$ cat src/rtl/dsm_pkg.sv
// Shared sample type and interpolator state encoding for the mixer/modulator datapath.
package dsm_pkg;

  localparam int SAMPLE_W = 20;

  typedef logic signed [SAMPLE_W-1:0] sample_t;

  typedef enum logic [1:0] {
    EMPTY = 2'd0,
    PRIME = 2'd1,
    RUN   = 2'd2
  } interp_state_t;

endpackage

$ cat src/rtl/interp_ramp.sv
// Combinational ramp point prev + ((curr - prev) * phase) >>> LOG2_R, no latency, no flow control.
// LINEAR_INTERP_ROUND_EN adds half an LSB before the shift (round-half-up); otherwise floor.
module interp_ramp
  import dsm_pkg::*;
#(
  parameter int LOG2_R = 2
) (
  input  logic signed [SAMPLE_W-1:0] i_prev,
  input  logic signed [SAMPLE_W-1:0] i_curr,
  input  logic        [LOG2_R-1:0]   i_phase,
  output logic signed [SAMPLE_W-1:0] o_ramp
);

  localparam int PW = SAMPLE_W + 1 + LOG2_R;

  logic signed [SAMPLE_W:0] w_delta;
  logic signed [PW-1:0]     w_delta_x;
  logic signed [PW-1:0]     w_phase_x;
  logic signed [PW-1:0]     w_prod;
  logic signed [PW-1:0]     w_biased;
  logic                     w_unused_bits;

  assign w_delta   = {i_curr[SAMPLE_W-1], i_curr} - {i_prev[SAMPLE_W-1], i_prev};
  assign w_delta_x = {{LOG2_R{w_delta[SAMPLE_W]}}, w_delta};
  assign w_phase_x = {{(SAMPLE_W + 1){1'b0}}, i_phase};
  assign w_prod    = w_delta_x * w_phase_x;

`ifdef LINEAR_INTERP_ROUND_EN
  localparam logic signed [PW-1:0] HALF = PW'(1) << (LOG2_R - 1);
  assign w_biased = w_prod + HALF;
`else
  assign w_biased = w_prod;
`endif

  // The shifted value always lands between prev and curr, so a 20-bit wrap-around sum is exact.
  assign o_ramp        = i_prev + w_biased[SAMPLE_W-1+LOG2_R:LOG2_R];
  assign w_unused_bits = ^{w_biased[PW-1], w_biased[LOG2_R-1:0]};

endmodule

$ cat src/rtl/linear_interp.sv
// Upsample-by-2^LOG2_R linear interpolator; interp_o is registered, 1 clock after a RUN tick.
// in_ready stays high until the one-entry buffer fills in RUN; rounding via LINEAR_INTERP_ROUND_EN.
module linear_interp
  import dsm_pkg::*;
#(
  parameter int LOG2_R = 2
) (
  input  logic                       clock,
  input  logic                       reset_n,
  input  logic                       tick,
  input  logic signed [SAMPLE_W-1:0] in_data,
  input  logic                       in_valid,
  output logic                       in_ready,
  output logic signed [SAMPLE_W-1:0] interp_o,
  output logic                       underflow_o
);

  interp_state_t             r_state;
  logic signed [SAMPLE_W-1:0] r_prev;
  logic signed [SAMPLE_W-1:0] r_curr;
  logic signed [SAMPLE_W-1:0] r_nxt;
  logic                      r_nxt_v;
  logic [LOG2_R-1:0]         r_phase;
  logic signed [SAMPLE_W-1:0] r_interp;
  logic                      r_underflow;

  logic                      w_xfer;
  logic                      w_boundary;
  logic signed [SAMPLE_W-1:0] w_ramp;

  assign in_ready    = (r_state != RUN) || !r_nxt_v;
  assign w_xfer      = in_valid && in_ready;
  assign w_boundary  = (r_state == RUN) && tick && (r_phase == '1);
  assign interp_o    = r_interp;
  assign underflow_o = r_underflow;

  interp_ramp #(
    .LOG2_R (LOG2_R)
  ) u_ramp (
    .i_prev  (r_prev),
    .i_curr  (r_curr),
    .i_phase (r_phase),
    .o_ramp  (w_ramp)
  );

  always_ff @(posedge clock) begin
    if (!reset_n) begin
      r_state     <= EMPTY;
      r_prev      <= '0;
      r_curr      <= '0;
      r_nxt       <= '0;
      r_nxt_v     <= 1'b0;
      r_phase     <= '0;
      r_interp    <= '0;
      r_underflow <= 1'b0;
    end else begin
      case (r_state)
        EMPTY: begin
          if (w_xfer) begin
            r_curr  <= in_data;
            r_state <= PRIME;
          end
        end
        PRIME: begin
          if (w_xfer) begin
            r_prev  <= r_curr;
            r_curr  <= in_data;
            r_phase <= '0;
            r_state <= RUN;
          end
        end
        RUN: begin
          if (tick) begin
            r_interp <= w_ramp;
            r_phase  <= r_phase + 1'b1;
            if (w_boundary) begin
              r_prev <= r_curr;
              if (r_nxt_v) begin
                r_curr <= r_nxt;
              end else begin
                r_underflow <= 1'b1;
              end
            end
          end
          // A transfer only happens with the buffer empty, so it never races a boundary load.
          if (w_xfer) begin
            r_nxt   <= in_data;
            r_nxt_v <= 1'b1;
          end else if (w_boundary && r_nxt_v) begin
            r_nxt_v <= 1'b0;
          end
        end
        default: r_state <= EMPTY;
      endcase
    end
  end

endmodule
$ cat config.mk
export PLATFORM = sky130hd
export DESIGN_NAME = linear_interp
export DESIGN_NICKNAME = d
export VERILOG_FILES = /design/src/rtl/dsm_pkg.sv /design/src/rtl/interp_ramp.sv /design/src/rtl/linear_interp.sv
export SDC_FILE = /design/constraint.sdc
export NUM_CORES = 1
export LEC_CHECK = 0
export ABC_AREA = 1
export CORE_MARGIN = 2
export CORE_UTILIZATION = 55
export DETAILED_ROUTE_END_ITERATION = 12
export PLACE_DENSITY = 0.75
export SLEW_MARGIN = 20
export SYNTH_ARGS = -nofsm -noshare
export SYNTH_HDL_FRONTEND = slang
export SYNTH_HIERARCHICAL = 1
export SYNTH_SLANG_ARGS = --single-unit
$ cat constraint.sdc
create_clock -name clock -period 5.3 [get_ports clock]
set_input_delay 1.325 -clock clock [delete_from_list [all_inputs] [get_ports clock]]
set_output_delay 1.325 -clock clock [all_outputs]
set_load 0.01 [all_outputs]
==> metrics.yaml <==
run_status: "finished clean"
crit_slowest_cell: "sky130_fd_sc_hd__dfxtp_1"
skew_ns: 0.00655
grt_max_degree: 44
netlist-cell-type-count: 40
clock_insertion_delay_worst_skew_ns: 0.35
ys_top_cells_by_area: "sky130_fd_sc_hd__dfxtp_1, sky130_fd_sc_hd__ha_1, sky130_fd_sc_hd__nand2_1"
postSynthAreaPerCell_sq_um: 6.60
post-route-period-util_pct: 95.3
power.net_switching_mw: 0.777
syn_inst: 1073
total_power_mw: 2.09
synth_top_area_share_pct: 24.3
critical_path_required_ns: 5.58
seq_area_frac_synth_pct: 24.3
finalNonFillerCells: 1288
yosys_register_bits: 86
hold_violations: 0
final_critical_path_required_period_ns: 5.05
grt_overall_usage_pct: 27.7
powerDensity_mw_per_mm2: 252
grt_first_pass_wirelength_microns: 31600
yosysTopAreaCell: "sky130_fd_sc_hd__dfxtp_1"
placement_rows: 41
cts_buffers: 9
cts.htree.levels: 3
antennaDiodeCount: 0
tritoncts_num_sinks: 86
number_of_flops_mapped_to_enable_cells_by_yosys: 0
cap_viol_max_count: 0
pwr-share-clk_pct: 28.4
drc_errors: 0
die_height_microns: 118
cts-root-buf: "sky130_fd_sc_hd__clkbuf_16"
timing.critical_path.slowest_cell_delay_ns: 0.41
dpl_worst_slack_ns: 0.0937
internal-power_mw: 1.31
gpl.final_weighted_congestion: 0.918
post_drt_wl_per_cell_microns: 14.7
maximum_clock_frequency_mhz: 198
worstSetupStartpointType: "register"
dpl.cell_count: 1271
ff_latch_area_sq_mm: 0.00172
timing.slew.headroom_pct: 49.9
clock_tree.buffer_depth: 2
cts_hold_buffers: 0
critical_setup_path_kind: "reg -> reg"
placeableCoreArea_sq_mm: 0.0126
cp_common_cell: "sky130_fd_sc_hd__nand2_1"
synth-warning-count: 6
n_fill_cell: 1200
combined_area_of_the_multi_input_logic_cells_sq_mm: 0.00500
clkTransAtPathRegs_ns: 0.06
critical_path.max_fanout: 4
sequentialPowerShare_pct: 33.7
share_comb_of_total_power_pct: 37.9
antenna_found_initial: 0
firstDrtPassIters: 5
post_synth_instance_area_sq_mm: 0.00709
postSynth.asyncResetShare_pct: 0
port_buffers: 45
power_switching_share_pct: 37.2
grt-ovfl-total: 0
p_leak_nw: 3.90
ratio_of_cells_with_drive_above_1_in_the_final_layout_pct: 11.1
max_slew.worst_pin.slew_ns: 0.749
cts_tree: "done"
syn2layout_area_growth_pct: 16.9
start_util_pct: 56.1
design.portCount: 46
finish.net_count: 1218
setup_viol_count_final: 0
tns_ns: 0
synthesis.nets: 1178
drt-total-wl_microns: 18900
final_util_pct: 65.6
number_of_drc_markers_in_iteration_0: 530
end_kind: "register"
ys.flop_type: "sky130_fd_sc_hd__dfxtp_1"
final-max-slew-violation-count: 0
die-width_microns: 118
ant_nets: 0
die_outline_area_sq_mm: 0.0138
route.detailed.vias_per_inst: 5.51
postLayoutSetupSlackWorst_ns: 0.250
cp_arrival_ns: 5.33
hpwl_microns: 14300
first_global_vias: 6430
total_number_of_vias: 7091
peakVddDrop_uv: 276
hold_path_class: "reg -> reg"
worst max-delay path: cells and delay by family (launching register included):
kind | cells | cell delay, ns
flip-flops | 1 | 0.41
AND/OR/NAND/NOR | 11 | 1.16
XOR/XNOR | 2 | 0.37
AO/OA/AOI/OAI | 9 | 1.33
buffers and inverters | 4 | 0.31
adder cells (fa/ha/maj) | 4 | 1.42
area by class of cell:
cell class,count,share of cell area (%)
well taps,172,2.60
clock inverters,3,0.257
multi-input cells,834,60.4
repair buffers,73,7.98
clock buffers,11,3.05
flip-flops and latches,86,20.8
inverters,109,4.94
layout by cell type, fill, tap and decap left out, types with 2 or more instances in the layout:
| cell | n |
|---|---|
| sky130_fd_sc_hd__fa_1 | 2 |
| sky130_fd_sc_hd__ha_2 | 7 |
| sky130_fd_sc_hd__clkdlybuf4s50_1 | 45 |
| sky130_fd_sc_hd__o21bai_1 | 6 |
| sky130_fd_sc_hd__xor2_1 | 31 |
| sky130_fd_sc_hd__a21o_1 | 5 |
| sky130_fd_sc_hd__nand3_2 | 2 |
| sky130_fd_sc_hd__nand4_1 | 5 |
| sky130_fd_sc_hd__a21oi_1 | 128 |
| sky130_fd_sc_hd__ha_4 | 5 |
| sky130_fd_sc_hd__inv_2 | 7 |
| sky130_fd_sc_hd__a211oi_1 | 2 |
| sky130_fd_sc_hd__nand2_1 | 253 |
| sky130_fd_sc_hd__xor2_2 | 2 |
| sky130_fd_sc_hd__buf_4 | 28 |
| sky130_fd_sc_hd__a21oi_4 | 2 |
| sky130_fd_sc_hd__dfxtp_1 | 84 |
| sky130_fd_sc_hd__ha_1 | 66 |
| sky130_fd_sc_hd__xnor2_1 | 20 |
| sky130_fd_sc_hd__a31oi_1 | 4 |
| sky130_fd_sc_hd__o211ai_1 | 3 |
| sky130_fd_sc_hd__dfxtp_2 | 2 |
| sky130_fd_sc_hd__o21ai_2 | 3 |
| sky130_fd_sc_hd__nor2_1 | 92 |
| sky130_fd_sc_hd__nor3_1 | 3 |
| sky130_fd_sc_hd__o21ai_0 | 17 |
| sky130_fd_sc_hd__nand3_1 | 109 |
| sky130_fd_sc_hd__inv_1 | 102 |
| sky130_fd_sc_hd__nor3_2 | 3 |
| sky130_fd_sc_hd__a21oi_2 | 21 |
| sky130_fd_sc_hd__nand2_2 | 11 |
| sky130_fd_sc_hd__clkbuf_8 | 2 |
| sky130_fd_sc_hd__nor2_2 | 3 |
| sky130_fd_sc_hd__o21ai_1 | 8 |
| sky130_fd_sc_hd__nor2_4 | 5 |
| sky130_fd_sc_hd__clkbuf_16 | 9 |
power groups by stage:
stage	registers (mW)	clock network, mW	logic, mW
2_1_floorplan	0.708	0	0.554
3_3_place_gp	0.717	0	0.720
3_5_place_dp	0.718	0	0.721
4_1_cts	0.704	0.607	0.727
5_1_grt	0.707	0.632	0.881
6_report	0.704	0.593	0.793
Yosys cell counts, types with 2 or more instances:
cell type,number
sky130_fd_sc_hd__clkbuf_1,15
sky130_fd_sc_hd__a211oi_1,2
sky130_fd_sc_hd__nand2_2,10
sky130_fd_sc_hd__a21oi_2,7
sky130_fd_sc_hd__buf_4,3
sky130_fd_sc_hd__o21bai_1,6
sky130_fd_sc_hd__buf_2,26
sky130_fd_sc_hd__o21ai_0,21
sky130_fd_sc_hd__inv_2,7
sky130_fd_sc_hd__nand3_1,109
sky130_fd_sc_hd__nor3_1,5
sky130_fd_sc_hd__xnor2_1,21
sky130_fd_sc_hd__o211ai_1,3
sky130_fd_sc_hd__a21oi_1,143
sky130_fd_sc_hd__dfxtp_1,86
sky130_fd_sc_hd__inv_1,102
sky130_fd_sc_hd__nand2_1,254
sky130_fd_sc_hd__nand4_1,5
sky130_fd_sc_hd__nor2_1,97
sky130_fd_sc_hd__nand3_2,2
sky130_fd_sc_hd__ha_1,78
sky130_fd_sc_hd__nor4_1,2
sky130_fd_sc_hd__fa_1,3
sky130_fd_sc_hd__a31oi_1,6
sky130_fd_sc_hd__xor2_1,33
sky130_fd_sc_hd__nor2_4,3
sky130_fd_sc_hd__o21ai_1,7
sky130_fd_sc_hd__a21o_1,5
routing by layer:
| layer | vias to the layer above | GRT usage, % | wire length [microns] |
|---|---|---|---|
| li1 | 3611 | - | - |
| met1 | 3223 | 40.8 | 8940 |
| met2 | 228 | 40.8 | 8170 |
| met3 | 29 | 3.73 | 1150 |
| met4 | 0 | 11.3 | 670 |
| met5 | - | 0 | 0 |
worst paths after layout:
check             slack [ns]  depth (start not counted)            to         start
setup / recovery        0.25                         30  interp_o[19]     r_prev[4]
hold / removal          0.46                          2  interp_o[10]  interp_o[10]
setup reg to reg        0.25                         30  interp_o[19]     r_prev[4]
hold reg to reg         0.46                          2  interp_o[10]  interp_o[10]
per-stage QoR:
| step | hold WS (ns) | instance area, sq um |
|---|---|---|
| after CTS | 0.462 | 8000 |
| final | 0.460 | 8280 |
| after detailed placement | 0.452 | 7730 |
| after floorplan | 0.440 | 7090 |
| after global routing | 0.480 | 8280 |
| after global placement | 0.449 | 7730 |
timing repair:
action	4_1_cts	5_1_grt
gates resized for setup	0	59
endpoints found under the setup margin	0	10
hold endpoints to repair	0	0
setup buffers	0	3
cell families (layout without fill, tap and decap cells):
group / Yosys count / count (layout) / share of synthesized area (%)
AND/OR/NAND/NOR: 491 / 491 / 29.5
AO/OA/AOI/OAI: 208 / 208 / 16.2
buffers and inverters: 153 / 196 / 8.72
flip-flops: 86 / 86 / 24.3
adder cells (fa/ha/maj): 81 / 81 / 14.6
XOR/XNOR: 54 / 54 / 6.67
sequential cells by signal, indices dropped and copies added (netlist names):
name	flops
interp_o	20
underflow_o	1
r_phase	2
r_nxt	20
r_nxt_v	1
r_state	2
r_prev	20
r_curr	20
No activity file was read; power rests on OpenSTA's default activity.
